`src/rtl/i2c_slave_reg_ctrl_if.sv`:
```
// i2c_slave_reg_ctrl_if: byte-side (i2c slave) and register-bus signals of the register controller
interface i2c_slave_reg_ctrl_if #(
    parameter int ADDR_W = 8
);
    logic [7:0]        as_data_i;
    logic              as_dstrb_i;
    logic              as_busy_i;
    logic              i2c_cmnd_strb_i;
    logic [7:0]        as_data_o;
    logic              as_dstrb_o;
    logic [ADDR_W-1:0] bus_addr;
    logic [7:0]        bus_wr_data;
    logic              bus_wr_strb;
    logic              bus_rd_strb;
    logic [7:0]        bus_rd_data;
    logic              bus_ack;
    logic [ADDR_W-1:0] ptr_o;
    logic              err_o;

    modport master (
        input  as_data_i, as_dstrb_i, as_busy_i, i2c_cmnd_strb_i, bus_rd_data, bus_ack,
        output as_data_o, as_dstrb_o, bus_addr, bus_wr_data, bus_wr_strb, bus_rd_strb, ptr_o, err_o
    );

    modport slave (
        output as_data_i, as_dstrb_i, as_busy_i, i2c_cmnd_strb_i, bus_rd_data, bus_ack,
        input  as_data_o, as_dstrb_o, bus_addr, bus_wr_data, bus_wr_strb, bus_rd_strb, ptr_o, err_o
    );
endinterface

```
`src/rtl/i2c_slave_reg_ctrl.sv`:
```
// i2c_slave_reg_ctrl: register-pointer sequencer between an i2c slave byte interface and an 8-bit register bus
module i2c_slave_reg_ctrl #(
    parameter int         ADDR_W     = 8,
    parameter int         TIMEOUT    = 255,
    parameter logic [7:0] RD_DEFAULT = 8'hFF
) (
    input logic                  clk,
    input logic                  reset,
    i2c_slave_reg_ctrl_if.master sif
);
    localparam int CW = (TIMEOUT < 2) ? 1 : $clog2(TIMEOUT + 1);

    typedef enum logic [2:0] {IDLE, RD_REQ, RD_WAIT, LOAD, WR_REQ, WR_WAIT} state_t;

    state_t            state_q, state_d;
    logic              first_byte_q, first_byte_d;
    logic              loaded_q, loaded_d;
    logic              wr_pend_q, wr_pend_d;
    logic              rd_pend_q, rd_pend_d;
    logic              busy_q, busy_d;
    logic [ADDR_W-1:0] ptr_q, ptr_d;
    logic [7:0]        wr_data_q, wr_data_d;
    logic [7:0]        rd_data_q, rd_data_d;
    logic [CW-1:0]     cnt_q, cnt_d;
    logic              err_q, err_d;
    logic [7:0]        as_data_q, as_data_d;
    logic              as_dstrb_q, as_dstrb_d;
    logic [ADDR_W-1:0] bus_addr_q, bus_addr_d;
    logic [7:0]        bus_wr_data_q, bus_wr_data_d;
    logic              bus_wr_strb_q, bus_wr_strb_d;
    logic              bus_rd_strb_q, bus_rd_strb_d;
    logic              consumed;

    assign consumed = busy_q & ~sif.as_busy_i & loaded_q;

    // FSM sequencing first, then byte-side events layered on top so new requests are never lost
    always_comb begin
        state_d       = state_q;
        first_byte_d  = first_byte_q;
        loaded_d      = loaded_q;
        wr_pend_d     = wr_pend_q;
        rd_pend_d     = rd_pend_q;
        busy_d        = sif.as_busy_i;
        ptr_d         = ptr_q;
        wr_data_d     = wr_data_q;
        rd_data_d     = rd_data_q;
        cnt_d         = cnt_q;
        err_d         = err_q;
        as_data_d     = as_data_q;
        as_dstrb_d    = 1'b0;
        bus_addr_d    = bus_addr_q;
        bus_wr_data_d = bus_wr_data_q;
        bus_wr_strb_d = bus_wr_strb_q;
        bus_rd_strb_d = bus_rd_strb_q;
        case (state_q)
            IDLE: state_d = wr_pend_q ? WR_REQ : rd_pend_q ? RD_REQ : IDLE;
            WR_REQ: begin
                bus_addr_d    = ptr_q;
                bus_wr_data_d = wr_data_q;
                bus_wr_strb_d = 1'b1;
                cnt_d         = CW'(TIMEOUT);
                state_d       = WR_WAIT;
            end
            WR_WAIT: begin
                if (sif.bus_ack || cnt_q == '0) begin
                    bus_wr_strb_d = 1'b0;
                    ptr_d         = ptr_q + 1'b1;
                    wr_pend_d     = 1'b0;
                    err_d         = err_q | ~sif.bus_ack;
                    state_d       = IDLE;
                end else begin
                    cnt_d = cnt_q - 1'b1;
                end
            end
            RD_REQ: begin
                bus_addr_d    = ptr_q;
                bus_rd_strb_d = 1'b1;
                rd_pend_d     = 1'b0;
                cnt_d         = CW'(TIMEOUT);
                state_d       = RD_WAIT;
            end
            RD_WAIT: begin
                if (sif.bus_ack || cnt_q == '0) begin
                    rd_data_d     = sif.bus_ack ? sif.bus_rd_data : RD_DEFAULT;
                    bus_rd_strb_d = 1'b0;
                    err_d         = err_q | ~sif.bus_ack;
                    state_d       = LOAD;
                end else begin
                    cnt_d = cnt_q - 1'b1;
                end
            end
            LOAD: begin
                if (rd_pend_q) begin
                    state_d = RD_REQ;
                end else begin
                    as_data_d  = rd_data_q;
                    as_dstrb_d = 1'b1;
                    loaded_d   = 1'b1;
                    state_d    = IDLE;
                end
            end
            default: state_d = IDLE;
        endcase
        if (consumed) begin
            loaded_d  = 1'b0;
            ptr_d     = ptr_d + 1'b1;
            rd_pend_d = 1'b1;
        end
        if (sif.as_dstrb_i) begin
            if (first_byte_q) begin
                ptr_d        = sif.as_data_i[ADDR_W-1:0];
                first_byte_d = 1'b0;
                rd_pend_d    = 1'b1;
            end else begin
                wr_data_d = sif.as_data_i;
                wr_pend_d = 1'b1;
                err_d     = err_d | wr_pend_q;
            end
        end
        if (sif.i2c_cmnd_strb_i) begin
            first_byte_d = 1'b1;
            err_d        = 1'b0;
            rd_pend_d    = 1'b1;
        end
    end

    // State and output registers; async reset drops any bus request immediately
    always_ff @(posedge clk or posedge reset) begin
        if (reset) begin
            state_q       <= IDLE;
            first_byte_q  <= 1'b0;
            loaded_q      <= 1'b0;
            wr_pend_q     <= 1'b0;
            rd_pend_q     <= 1'b0;
            busy_q        <= 1'b0;
            ptr_q         <= '0;
            wr_data_q     <= '0;
            rd_data_q     <= '0;
            cnt_q         <= '0;
            err_q         <= 1'b0;
            as_data_q     <= '0;
            as_dstrb_q    <= 1'b0;
            bus_addr_q    <= '0;
            bus_wr_data_q <= '0;
            bus_wr_strb_q <= 1'b0;
            bus_rd_strb_q <= 1'b0;
        end else begin
            state_q       <= state_d;
            first_byte_q  <= first_byte_d;
            loaded_q      <= loaded_d;
            wr_pend_q     <= wr_pend_d;
            rd_pend_q     <= rd_pend_d;
            busy_q        <= busy_d;
            ptr_q         <= ptr_d;
            wr_data_q     <= wr_data_d;
            rd_data_q     <= rd_data_d;
            cnt_q         <= cnt_d;
            err_q         <= err_d;
            as_data_q     <= as_data_d;
            as_dstrb_q    <= as_dstrb_d;
            bus_addr_q    <= bus_addr_d;
            bus_wr_data_q <= bus_wr_data_d;
            bus_wr_strb_q <= bus_wr_strb_d;
            bus_rd_strb_q <= bus_rd_strb_d;
        end
    end

    assign sif.as_data_o   = as_data_q;
    assign sif.as_dstrb_o  = as_dstrb_q;
    assign sif.bus_addr    = bus_addr_q;
    assign sif.bus_wr_data = bus_wr_data_q;
    assign sif.bus_wr_strb = bus_wr_strb_q;
    assign sif.bus_rd_strb = bus_rd_strb_q;
    assign sif.ptr_o       = ptr_q;
    assign sif.err_o       = err_q;
endmodule

```
`src/flat_wrapper.sv`:
```
// flat-port wrapper written by rule: the top's interface ports become plain ports
module i2c_slave_reg_ctrl_flat 
#(
    parameter int         ADDR_W     = 8,
    parameter int         TIMEOUT    = 255,
    parameter logic [7:0] RD_DEFAULT = 8'hFF
)
  (clk, reset, sif_as_data_i, sif_as_dstrb_i, sif_as_busy_i, sif_i2c_cmnd_strb_i, sif_bus_rd_data, sif_bus_ack, sif_as_data_o, sif_as_dstrb_o, sif_bus_addr, sif_bus_wr_data, sif_bus_wr_strb, sif_bus_rd_strb, sif_ptr_o, sif_err_o);
  i2c_slave_reg_ctrl_if #(.ADDR_W(ADDR_W)) sif_i ();
  input logic clk;
  input logic reset;
  input wire logic [$bits(sif_i.as_data_i)-1:0] sif_as_data_i;
  input wire logic [$bits(sif_i.as_dstrb_i)-1:0] sif_as_dstrb_i;
  input wire logic [$bits(sif_i.as_busy_i)-1:0] sif_as_busy_i;
  input wire logic [$bits(sif_i.i2c_cmnd_strb_i)-1:0] sif_i2c_cmnd_strb_i;
  input wire logic [$bits(sif_i.bus_rd_data)-1:0] sif_bus_rd_data;
  input wire logic [$bits(sif_i.bus_ack)-1:0] sif_bus_ack;
  output wire logic [$bits(sif_i.as_data_o)-1:0] sif_as_data_o;
  output wire logic [$bits(sif_i.as_dstrb_o)-1:0] sif_as_dstrb_o;
  output wire logic [$bits(sif_i.bus_addr)-1:0] sif_bus_addr;
  output wire logic [$bits(sif_i.bus_wr_data)-1:0] sif_bus_wr_data;
  output wire logic [$bits(sif_i.bus_wr_strb)-1:0] sif_bus_wr_strb;
  output wire logic [$bits(sif_i.bus_rd_strb)-1:0] sif_bus_rd_strb;
  output wire logic [$bits(sif_i.ptr_o)-1:0] sif_ptr_o;
  output wire logic [$bits(sif_i.err_o)-1:0] sif_err_o;
  assign sif_i.as_data_i = sif_as_data_i;
  assign sif_i.as_dstrb_i = sif_as_dstrb_i;
  assign sif_i.as_busy_i = sif_as_busy_i;
  assign sif_i.i2c_cmnd_strb_i = sif_i2c_cmnd_strb_i;
  assign sif_i.bus_rd_data = sif_bus_rd_data;
  assign sif_i.bus_ack = sif_bus_ack;
  assign sif_as_data_o = sif_i.as_data_o;
  assign sif_as_dstrb_o = sif_i.as_dstrb_o;
  assign sif_bus_addr = sif_i.bus_addr;
  assign sif_bus_wr_data = sif_i.bus_wr_data;
  assign sif_bus_wr_strb = sif_i.bus_wr_strb;
  assign sif_bus_rd_strb = sif_i.bus_rd_strb;
  assign sif_ptr_o = sif_i.ptr_o;
  assign sif_err_o = sif_i.err_o;
  i2c_slave_reg_ctrl #(.ADDR_W(ADDR_W), .TIMEOUT(TIMEOUT), .RD_DEFAULT(RD_DEFAULT)) u_core (.clk(clk), .reset(reset), .sif(sif_i));
endmodule
```
`config.mk`:
```
export PLATFORM = sky130hd
export DESIGN_NAME = i2c_slave_reg_ctrl_flat
export DESIGN_NICKNAME = d
export VERILOG_FILES = /design/src/rtl/i2c_slave_reg_ctrl_if.sv /design/src/rtl/i2c_slave_reg_ctrl.sv /design/src/flat_wrapper.sv
export SDC_FILE = /design/constraint.sdc
export NUM_CORES = 1
export LEC_CHECK = 0
export CAP_MARGIN = 10
export CORE_MARGIN = 4
export CORE_UTILIZATION = 57
export DETAILED_ROUTE_END_ITERATION = 10
export PLACE_DENSITY = 0.92
export SLEW_MARGIN = 15
export SYNTH_ARGS = -nofsm -noshare
export SYNTH_HDL_FRONTEND = slang
export SYNTH_SLANG_ARGS = --single-unit
export TNS_END_PERCENT = 20
```
`constraint.sdc`:
```
create_clock -name clk -period 8.3 [get_ports clk]
set_input_delay 1.245 -clock clk [delete_from_list [all_inputs] [get_ports clk]]
set_output_delay 1.245 -clock clk [all_outputs]
set_load 0.01 [all_outputs]
```
### After elaboration in Yosys (flattened, before gate mapping)

Index checks and enable logic that the tools add are counted.

| cells by class | value |
|---|---|
| reductions and logical operators | 18 |
| equality and inequality tests | 9 |
| muxes and demuxes | 37 |
| bitwise operators | 8 |
| $add $sub $neg | 3 |

Operators with widths:

| operator | count |
|---|---|
| 8-bit 2-to-1 mux | 7 |
| 1-bit 2-to-1 mux | 23 |
| 3-bit one-hot mux with 6 select lines | 1 |
| 8-bit by 1-bit adder with 8-bit output, second input constant | 2 |
| 8-bit one-hot mux with 2 select lines | 1 |
| 2-bit AND reduction | 8 |
| 2-bit nonzero test | 5 |
| 3-bit 2-to-1 mux | 3 |
| 8-bit zero test | 1 |
| 8-bit by 1-bit subtractor with 8-bit output, second input constant | 1 |
| 3-bit by 2-bit == test with 1-bit output, second input constant | 2 |
| 3-bit == test, second input constant | 2 |
| 2-bit by 1-bit != test with 1-bit output, second input constant | 2 |
| 2-bit != test, second input constant | 2 |
| 1-bit inverter | 4 |
| 1-bit one-hot mux with 2 select lines | 2 |
| 2-bit OR reduction | 2 |
| 3-bit by 1-bit == test with 1-bit output, second input constant | 1 |
| 3-bit zero test | 1 |
| 1-bit AND | 2 |
| 1-bit OR | 2 |
| 1-bit logical OR | 1 |

| storage, ports and cells | value |
|---|---|
| flip-flop bits (word level) | 68 |
| output and inout port bits | 36 |
| word-level logic and storage cells | 92 |
| input port bits | 22 |

### Longest topological paths before layout

Gate-level depths: netlist (run 1).

| depth | value |
|---|---|
| depth in word-level cells | 8 |
| depth in mapped cells | 12 |
| gate-level depth less buffers | 11 |

### Least setup slack after synthesis (run 1)

OpenSTA, ideal clock, no wires.

| timing path | value |
|---|---|
| path kind | in2reg |
| from | in sif_bus_ack |
| to | reg u_core.ptr_q[6], in the netlist u_core.sif.ptr_o[6] |
| data required time | 8.180 ns |
| stages on the path | 8 |
| buffers on the path | 1 |
| data arrival time | 2.696 ns |
| slack | 5.484 ns |
| setup time | 0.120 ns |
| cells stage by stage | a21o_1 buf_2 nand2_1 xnor2_1 ha_1 nand3_1 a2111o_1 a31o_2 |

| between the ends | value |
|---|---|
| word-level cells in the longest chain between the ends | 7 |

Ends and longest elaborated chain:

| item | RTL line | RTL |
|---|---|---|
| start, declared | flat_wrapper.sv:17 | `input wire logic [$bits(sif_i.bus_ack)-1:0] sif_bus_ack;` |
| 1-bit logical OR * | i2c_slave_reg_ctrl.sv:65 | `if (sif.bus_ack \|\| cnt_q == '0) begin` |
| 8-bit 2-to-1 mux * | i2c_slave_reg_ctrl.sv:65 |  |
| 8-bit 2-to-1 mux * | i2c_slave_reg_ctrl.sv:55 | `case (state_q)` |
| 8-bit by 1-bit adder with 8-bit output | i2c_slave_reg_ctrl.sv:106 | `ptr_d = ptr_d + 1'b1;` |
| 8-bit 2-to-1 mux * | i2c_slave_reg_ctrl.sv:104 | `if (consumed) begin` |
| 8-bit 2-to-1 mux | i2c_slave_reg_ctrl.sv:110 | `if (first_byte_q) begin` |
| 8-bit 2-to-1 mux * | i2c_slave_reg_ctrl.sv:109 | `if (sif.as_dstrb_i) begin` |
| named net u_core.ptr_d[6] | i2c_slave_reg_ctrl.sv:21 | `logic [ADDR_W-1:0] ptr_q, ptr_d;` |
| end signal, assigned | i2c_slave_reg_ctrl.sv:154 | `ptr_q <= ptr_d;` |
| end, declared | i2c_slave_reg_ctrl.sv:21 |  |

The timed path passes the listed nets; every way through them passes the cells marked *.
A chain may end at the register's enable or synchronous reset.

### Worst setup path after layout (run 1)

Ends and elaborated chain as after synthesis.

==> summary by stage, run 1 <==
Critical path
The slowest cell on the critical path is sky130_fd_sc_hd__clkdlybuf4s50_1. The gate family responsible for the most delay along the worst path is compound AO/OA/AOI/OAI gates. The critical path data arrival time is 3.47 ns. The nature of the critical path startpoint is an input port. STA puts the critical path data required time at 8.54 ns. The number of buffer and inverter stages on the critical path is 1.

Along the worst path, the maximum fanout reaches 10. STA classifies the critical path endpoint as a register. The critical path start-end classification is in -> reg. In this design, the stage delay of the slowest critical-path cell is roughly 0.54 ns. Walking the worst path, the cells encountered are clkdlybuf4s50_1 > a21o_1 > nand2_1 > xnor2_1 > ha_1 > nand3_1 > a2111o_1 > a31o_2.

Layout
Fill cells in the final layout number ~380. The number of inserted diodes is 0. The library cells used most frequently in the layout, excluding fill and tap cells, are sky130_fd_sc_hd__dfrtp_1 (68), sky130_fd_sc_hd__clkdlybuf4s50_1 (57), sky130_fd_sc_hd__mux2_2 (32), sky130_fd_sc_hd__nor2_1 (22), sky130_fd_sc_hd__nand2_1 (19). Leaving out fill and tap cells, the most frequent cell in the layout is sky130_fd_sc_hd__dfrtp_1. At the end of the flow the core is filled with cells to 0.7380. The multi-input combinational cells in the finished layout cover a total of between 0.001 and 0.0015 mm2. Of the cells placed in the final design, the portion with a size suffix greater than 1 is 0.1545.

After the last flow step, the layout net total stands at approximately 380. The relative area change from synthesis to final layout is 24.54%. The sequential cell area in the final layout is ~0.0017 mm2.

Route
In this run, the number of DRC markers left after iteration 0 of detailed routing was roughly 180. The final routed wire length divided by cell count is 16.82 um. The routed design has ~7000 um of wire. The pre-antenna-repair detailed-routing pass consisted of 4 iterations. After detailed routing, the number of vias per cell comes to between 5 and 6. The post-route DRC violation count is 0. Once detail routing completed, the nets flagged for antenna violations numbered 0. The via count is 2549.

Power and ir drop
The ratio of total power to cell area is around 330 mW/mm2. The proportion of power drawn by the clock network is 0.192. The total power consumption of the routed design is about 1.4 mW. The sequential power share is 0.406. Of the total power, combinational logic draws 0.403.

The net switching component of the power is 0.4677 mW. The peak supply drop is between 0.0002 and 0.00025 V. Internal power comes to between 0.8 and 0.9 mW. The static leakage power is roughly 1.7 nW. Of the total power, the share spent switching nets is 0.3460.

Timing
The maximum frequency from static timing analysis is 308.9 MHz. The number of max-slew violations in the final report came to 0. The number of hold-slack violations in the final timing report is 0. The total setup violations reported at the end of the flow is 0.

The worst relative slew slack is 0.4507. In the final timing run, aggregate negative setup slack is 0 ns. Setup repair after global routing left no endpoint under its margin. The actual slew at the worst max-slew pin is ~0.8 ns.

The final critical-path required period is 3.238 ns. The final worst-path cycle share is 0.3901. The clock arrives with 0.008841 ns of skew.

Placement
The congestion estimate from routability-driven global placement came to 0.8634. Summed over all nets, the half-perimeter wirelength after detailed placement is between 5000 and 6000 um. During placement, the flow inserted port buffers numbering 57.

Global routing
The first global-routing pass estimated approximately 12000 um of wire. The number of antenna violations at the first check in global routing is 0. The via count of the first global-routing pass is ~2600. The total overflow left after global routing is 0. Entering global routing, the biggest net connects 69 pins. For this run, the total global-route usage over all layers was measured as 0.2151.

Clock tree
The number of gates resized after CTS was 0. The clock latency on the worst-skew pair is between 0.3 and 0.4 ns. The total CTS buffers is 9. Counting every sink on the clock net gives 68. The H-tree was split into 3 levels.

The post-CTS setup buffer count is 0. The TritonCTS clock tree is done. The clock-pin slew reported for the worst setup and hold paths after clock tree synthesis is about 0.060 ns. The deepest clock path buffer count is 2. The cell sitting at the root of the clock tree is a sky130_fd_sc_hd__clkbuf_8. Hold repair after CTS inserted 0 buffers.

Yosys
For this run, the register share of the synthesized area comes to 0.5183. Dividing the synthesized area by the synthesized cell count gives roughly 11 um2. The main flop type after synthesis is sky130_fd_sc_hd__dfrtp_1. The total of warnings raised by yosys is 0.

In this run, distinct cell masters in the synthesized netlist total 54. For this run, asynchronously set or reset flops after synthesis account for 1.000. The synthesized design contains 0 enable-type register cells.

The number of nets produced by synthesis is between 300 and 400. The cell area that synthesis handed to floorplanning was approximately 0.0033 mm2. After synthesis the netlist holds a flip-flop and latch count of a little under 70.

The number of instances in the synthesized netlist is roughly 300.

Run status
The flow ran to the end, and the final reports show no timing, DRC or antenna violations.

Job
The max-cap check violation count is 0.

Hold path
The type of the worst min-delay path is reg -> reg.

Floorplanning
The core region is between 0.005 and 0.006 mm2. The starting density of the core is 0.5926. The count of boundary I/O pins is between 50 and 60. The number of standard-cell rows in the floorplan is 27. The die is approximately 84 um tall. The width of the die is between 80 and 90 um. The area of the die is 0.007038 mm2.
[cell type report]
| class | instances | share of cell area |
|---|---|---|
| Sequential cell | 68 | 0.4162 |
| Clock inverter | 2 | 0.009180 |
| Timing Repair Buffer | 59 | 0.1432 |
| Tap cell | 72 | 0.02203 |
| Clock buffer | 11 | 0.03458 |
| Inverter | 11 | 0.01010 |
| Multi-Input combinational cell | 205 | 0.3647 |
[Yosys cell counts (3+ instances only)]
cell type / number / area, um2
sky130_fd_sc_hd__mux2i_1: 6 / 60.06
sky130_fd_sc_hd__clkbuf_1: 8 / 30.03
sky130_fd_sc_hd__nand3_1: 9 / 45.04
sky130_fd_sc_hd__nor2_1: 22 / 82.58
sky130_fd_sc_hd__a211oi_1: 3 / 22.52
sky130_fd_sc_hd__dfrtp_1: 68 / 1702
sky130_fd_sc_hd__a21o_1: 7 / 52.55
sky130_fd_sc_hd__mux2_2: 32 / 360.4
sky130_fd_sc_hd__nor4_1: 3 / 18.77
sky130_fd_sc_hd__a21oi_1: 14 / 70.07
sky130_fd_sc_hd__and3_1: 4 / 25.02
sky130_fd_sc_hd__buf_2: 3 / 15.01
sky130_fd_sc_hd__nor3_1: 6 / 30.03
sky130_fd_sc_hd__or4_1: 4 / 30.03
sky130_fd_sc_hd__nand2_1: 19 / 71.32
sky130_fd_sc_hd__nor2b_1: 6 / 37.54
sky130_fd_sc_hd__o22a_1: 8 / 70.07
sky130_fd_sc_hd__o21ai_0: 9 / 45.04
sky130_fd_sc_hd__nand2b_1: 3 / 18.77
sky130_fd_sc_hd__ha_1: 3 / 37.54
sky130_fd_sc_hd__inv_1: 11 / 41.29
sky130_fd_sc_hd__xnor2_1: 9 / 78.83
[per-layer routing]
layer	global-route usage	part of all wire
met3	0.04837	0.054
met5	0	0
met4	0.08918	0.023
met1	0.2523	0.40
met2	0.3782	0.52
[stage by stage]
step | worst slack [ns] | area [um2] | std cells | hold WS (ns)
finish | 5.062 | 4089 | 428 | 0.4840
floorplan | 5.343 | 3283 | 296 | 0.4666
CTS | 5.084 | 4089 | 428 | 0.4884
global route | 4.960 | 4089 | 428 | 0.5208
global placement | 4.812 | 3910 | 415 | 0.4733
detailed placement | 4.735 | 3910 | 415 | 0.4742
[worst paths after layout]
check | start | endpoint | slack (ns) | depth (start not counted)
max | sif_bus_ack | u_core.sif.ptr_o[6] | 5.06 | 8
min | u_core.sif.bus_addr[5] | u_core.sif.bus_addr[5] | 0.48 | 2
max reg2reg | u_core.cnt_q[0] | u_core.sif.ptr_o[6] | 5.30 | 10
min reg2reg | u_core.sif.bus_addr[5] | u_core.sif.bus_addr[5] | 0.48 | 2
max in group asynchronous | reset | u_core.cnt_q[6] | 6.30 | 3
min in group asynchronous | reset | u_core.sif.bus_wr_data[4] | 1.47 | 3
[logic make-up after synthesis]
group                    synth area share
AND/OR/NAND/NOR                    0.1471
buffers and inverters             0.02744
AO/OA/AOI/OAI                      0.1410
XOR/XNOR                          0.02668
adder cells (fa/ha/maj)           0.01143
flip-flops                         0.5183
multiplexers                       0.1281
[state kept, by name (all words and copies together) (netlist names), 3 cells and up]
register,flops
u_core.cnt_q,8
u_core.rd_data_q,8
u_core.sif.as_data_o,8
u_core.sif.bus_addr,8
u_core.sif.bus_wr_data,8
u_core.sif.ptr_o,8
u_core.wr_data_q,8
u_core.state_q,3
[power groups by stage]
stage	combinational, mW	sequential [mW]	clock [mW]
finish	0.544	0.549	0.259
global route	0.596	0.565	0.277
CTS	0.550	0.547	0.263
detailed placement	0.543	0.552	0
global placement	0.527	0.543	0
floorplan	0.337	0.535	0
[worst min-delay path: cells and delay by family (launching register included)]
| family | cells | cell delay [ns] |
|---|---|---|
| AO/OA/AOI/OAI | 1 | 0.06 |
| flip-flops | 1 | 0.35 |
| AND/OR/NAND/NOR | 1 | 0.05 |
(Power assumes the default switching activity.)
==> run 2: changes to the inputs <==
CORE_UTILIZATION = 53   (was 57)
PLACE_DENSITY = 0.87   (was 0.92)
clock period = 3 ns   (was 8.3 ns; I/O delays follow)
==> run 2 against run 1 <==
Compared with the run above: sequential cell count unchanged; clock skew is 0.0025 ns lower; critical path depth fell by 1; sequential share of layout area fell by 0.98 points; worst setup slack got worse by 4.7 ns; routed wire length grew 6.0%; clock power grew to 3.3 times the previous value; register-to-register slack got worse by 5.0 ns; largest cell class unchanged.
==> summary by stage, run 2 (synthesis results as in run 1) <==
Run status
Status: finished clean (unchanged).

Critical path
The endpoint kind of the worst setup timing path is a register (unchanged). The end of the critical path is u_core.sif.ptr_o[6] (unchanged). The launch point of the critical path is u_core.cnt_q[0] (was sif_bus_ack).

The depth of the worst register-to-register path was 7 (was 10). The critical path start-end classification was reg -> reg (was in -> reg). The worst-case register-to-register setup slack is 0.34 ns (was 5.30 ns). The critical path data arrival time is 2.90 ns (was 3.47 ns). The capture point of the worst reg-to-reg path was u_core.sif.ptr_o[6] (unchanged). The launching point of the worst reg2reg path is u_core.cnt_q[0] (unchanged). The nature of the critical path startpoint is a register (was input port). The endpoint required time on the critical path came to 3.24 ns (was 8.54 ns). The largest fanout of any net on the critical path is 17 (was 10).

Layout
The most common cell after layout, fill and taps aside is sky130_fd_sc_hd__dfrtp_1 (unchanged). The relative area change from synthesis to final layout is 27.55% (was 24.54%). The final design area excluding fillers is 0.004188 mm2 (was 0.004089 mm2). The share of cells above drive strength 1 was 0.1808 (was 0.1545). The number of nets at the end of the flow is 385 (was 379). The final standard cell utilization of the core is 0.7032 (was 0.7380). The number of standard cells in the final layout excluding fillers is 440 (was 428).

The number of inserted diodes is 0 (unchanged). Leading cell types in the layout, fill and taps excluded: sky130_fd_sc_hd__dfrtp_1 (68), sky130_fd_sc_hd__clkdlybuf4s50_1 (57), sky130_fd_sc_hd__mux2_2 (32), sky130_fd_sc_hd__nor2_1 (22), sky130_fd_sc_hd__nand2_1 (19) (unchanged).

Route
The final routed wire length divided by cell count is 17.35 um (was 16.82 um). The routed length on met3 came to 297 um (was 386 um). The via count is 2561 (was 2549). The routed wire length on met2 is 3970 um (was 3727 um). The number of vias per cell was 5.820 (was 5.956). The remaining antenna violation count is 0 (unchanged). The top layer used by detailed routing was met4 (unchanged).

The post-route DRC violation count came to 0 (unchanged). The final wirelength is 7632 um (was 7199 um). The iteration-0 DRC count of the detailed router came to 123 (was 182). The length of the first detailed-routing pass in iterations was 4 (unchanged). The met1 layer wirelength in the final routing is 3211 um (was 2915 um).

Timing
The total setup violations reported at the end of the flow is 0 (unchanged). The worst relative slew slack was 0.3803 (was 0.4507). In the finished design, the share of the clock period the worst path needs comes to 0.8876. The number of hold-slack violations in the final timing report came to 0 (unchanged).

The number of max-slew violations in the final report is 0 (unchanged). The final-layout setup total negative slack was 0 ns (unchanged). The clock tree skew after final layout was 0.006388 ns (was 0.008841 ns). The actual slew at the worst max-slew pin is 0.9261 ns (was 0.8239 ns). Setup repair after global routing missed its margin: no (unchanged).

The maximum frequency from static timing analysis is about 380 MHz. The final hold slack is 0.4769 ns (was 0.4840 ns). The worst setup slack after layout came to 0.3373 ns (was 5.062 ns). The final critical-path required period is roughly 2.7 ns.

Floorplanning
The count of boundary I/O pins is 58 (unchanged). The area of the die is 0.007518 mm2 (was 0.007038 mm2). The width of the die came to 86.71 um (was 83.90 um). The starting density of the core is 0.5513 (was 0.5926). The area of the core region came to 0.005956 mm2 (was 0.005540 mm2). The vertical extent of the die is 86.71 um (was 83.90 um). The number of standard-cell rows in the floorplan is 28 (was 27).

Global routing
The number of antenna violations at the first check in global routing is 0 (unchanged). The wire length of the first global-routing pass was 12920 um (was 12280 um). The largest net degree at the start of global routing is 29 (was 69). The overall overflow remaining after global route is 0 (unchanged).

The overall global routing resource usage is 0.2218 (was 0.2151). The via count of the first global-routing pass came to 2733 (was 2590).

Clock tree
The clock latency on the worst-skew pair was 0.35 ns (about the same). The sink count of the clock tree is 68 (unchanged). The maximum level of the CTS H-tree came to 3 (unchanged). The CTS root buffer is sky130_fd_sc_hd__clkbuf_8 (unchanged).

The post-CTS setup buffer count is 0 (unchanged). The TritonCTS clock tree was done (unchanged). The total CTS buffers came to 9 (unchanged). The deepest clock path buffer count is 2 (unchanged). The clock-pin slew reported for the worst setup and hold paths after clock tree synthesis is 0.07 ns (was 0.06 ns).

Hold path
The type of the worst min-delay path is in -> async (was reg -> reg).

Power and ir drop
The total power consumption of the routed design is 3.912 mW (was 1.352 mW). The net switching component of the power is 1.340 mW (was 0.4677 mW). The sequential power share came to 0.372 (was 0.406). The internal power component is 2.572 mW (was 0.8840 mW). The fraction of power spent switching nets is 0.3425 (was 0.3460). The combinational cell fraction of total power is 0.413 (was 0.403). The static leakage power is 1.713 nW (was 1.658 nW).

The ratio of total power to cell area is 934.2 mW/mm2 (was 330.6 mW/mm2). The proportion of power drawn by the clock network came to 0.216 (was 0.192). The peak supply drop is 0.0006764 V (was 0.0002220 V).

Placement
The count of buffers from port buffering is 57 (unchanged). The placer congestion estimate was 0.8864 (was 0.8634). The cell area reported after detailed placement came to 0.003959 mm2 (was 0.003910 mm2). The placed wire-length estimate is 5345 um (was 5079 um). The worst slack after detailed placement is 0.2539 ns (was 4.735 ns). The instance count after placement with tap cells included was 424 (was 415).

Job
The max-cap check violation count is 0 (unchanged).
-- run 2: changes by cell type in the layout (fill, tap and decap cells not counted) --
cell and change:
sky130_fd_sc_hd__buf_4 +6, sky130_fd_sc_hd__clkinv_2 +2, sky130_fd_sc_hd__bufinv_16 +1, sky130_fd_sc_hd__clkbuf_1 -1, sky130_fd_sc_hd__inv_6 +1, sky130_fd_sc_hd__nor3b_1 -1, sky130_fd_sc_hd__nor3b_2 +1
-- run 2: layout make-up --
type                    instances  area (um2)
clock buffers                  10       137.6
clock inverters                 6       86.33
fillers                       464        1768
inverters                      11       41.29
multi-input cells             205        1496
flip-flops and latches         68        1702
well taps                      75       93.84
repair buffers                 65       630.6
-- run 2: power groups by stage --
stage / combinational, mW / sequential [mW] / clock [mW]
2_1_floorplan: 0.933 / 1.48 / 0
4_1_cts: 1.63 / 1.45 / 0.860
3_3_place_gp: 1.57 / 1.44 / 0
3_5_place_dp: 1.61 / 1.47 / 0
5_1_grt: 1.78 / 1.50 / 0.889
6_report: 1.61 / 1.45 / 0.844
-- run 2: critical path, cell delays in order, from the launching register on --
cell and delay, ns:
sky130_fd_sc_hd__dfrtp_1 0.42, sky130_fd_sc_hd__inv_1 0.09, sky130_fd_sc_hd__ha_1 0.24, sky130_fd_sc_hd__nor3b_2 0.19, sky130_fd_sc_hd__a21oi_2 0.63, sky130_fd_sc_hd__o21ai_0 0.30, sky130_fd_sc_hd__a2111o_1 0.42, sky130_fd_sc_hd__a31o_2 0.25
-- run 2: what timing repair did --
item | CTS | global route
endpoints found under the setup margin | 0 | 1
gates resized for setup | 0 | 1
endpoints found under the hold margin | 0 | 0
hold buffers | 0 | 0
-- run 2: how the worst min path moves through the flow --
stage	endpoint	from	depth (start not counted)	slack [ns]
floorplan	u_core.loaded_q	u_core.loaded_q	2	0.47
global placement	u_core.sif.bus_addr[5]	u_core.sif.bus_addr[5]	2	0.47
detailed placement	u_core.sif.bus_addr[5]	u_core.sif.bus_addr[5]	2	0.49
CTS	u_core.wr_data_q[1]	reset	2	0.49
global route	u_core.wr_data_q[3]	u_core.wr_data_q[3]	1	0.52
finish	u_core.sif.bus_wr_data[2]	reset	2	0.48
-- run 2: per-layer routing --
layer,global-route usage,vias up
met4,0.1105,0
met3,0.03992,17
met1,0.2624,1278
li1,-,1205
met5,0,-
met2,0.3860,61
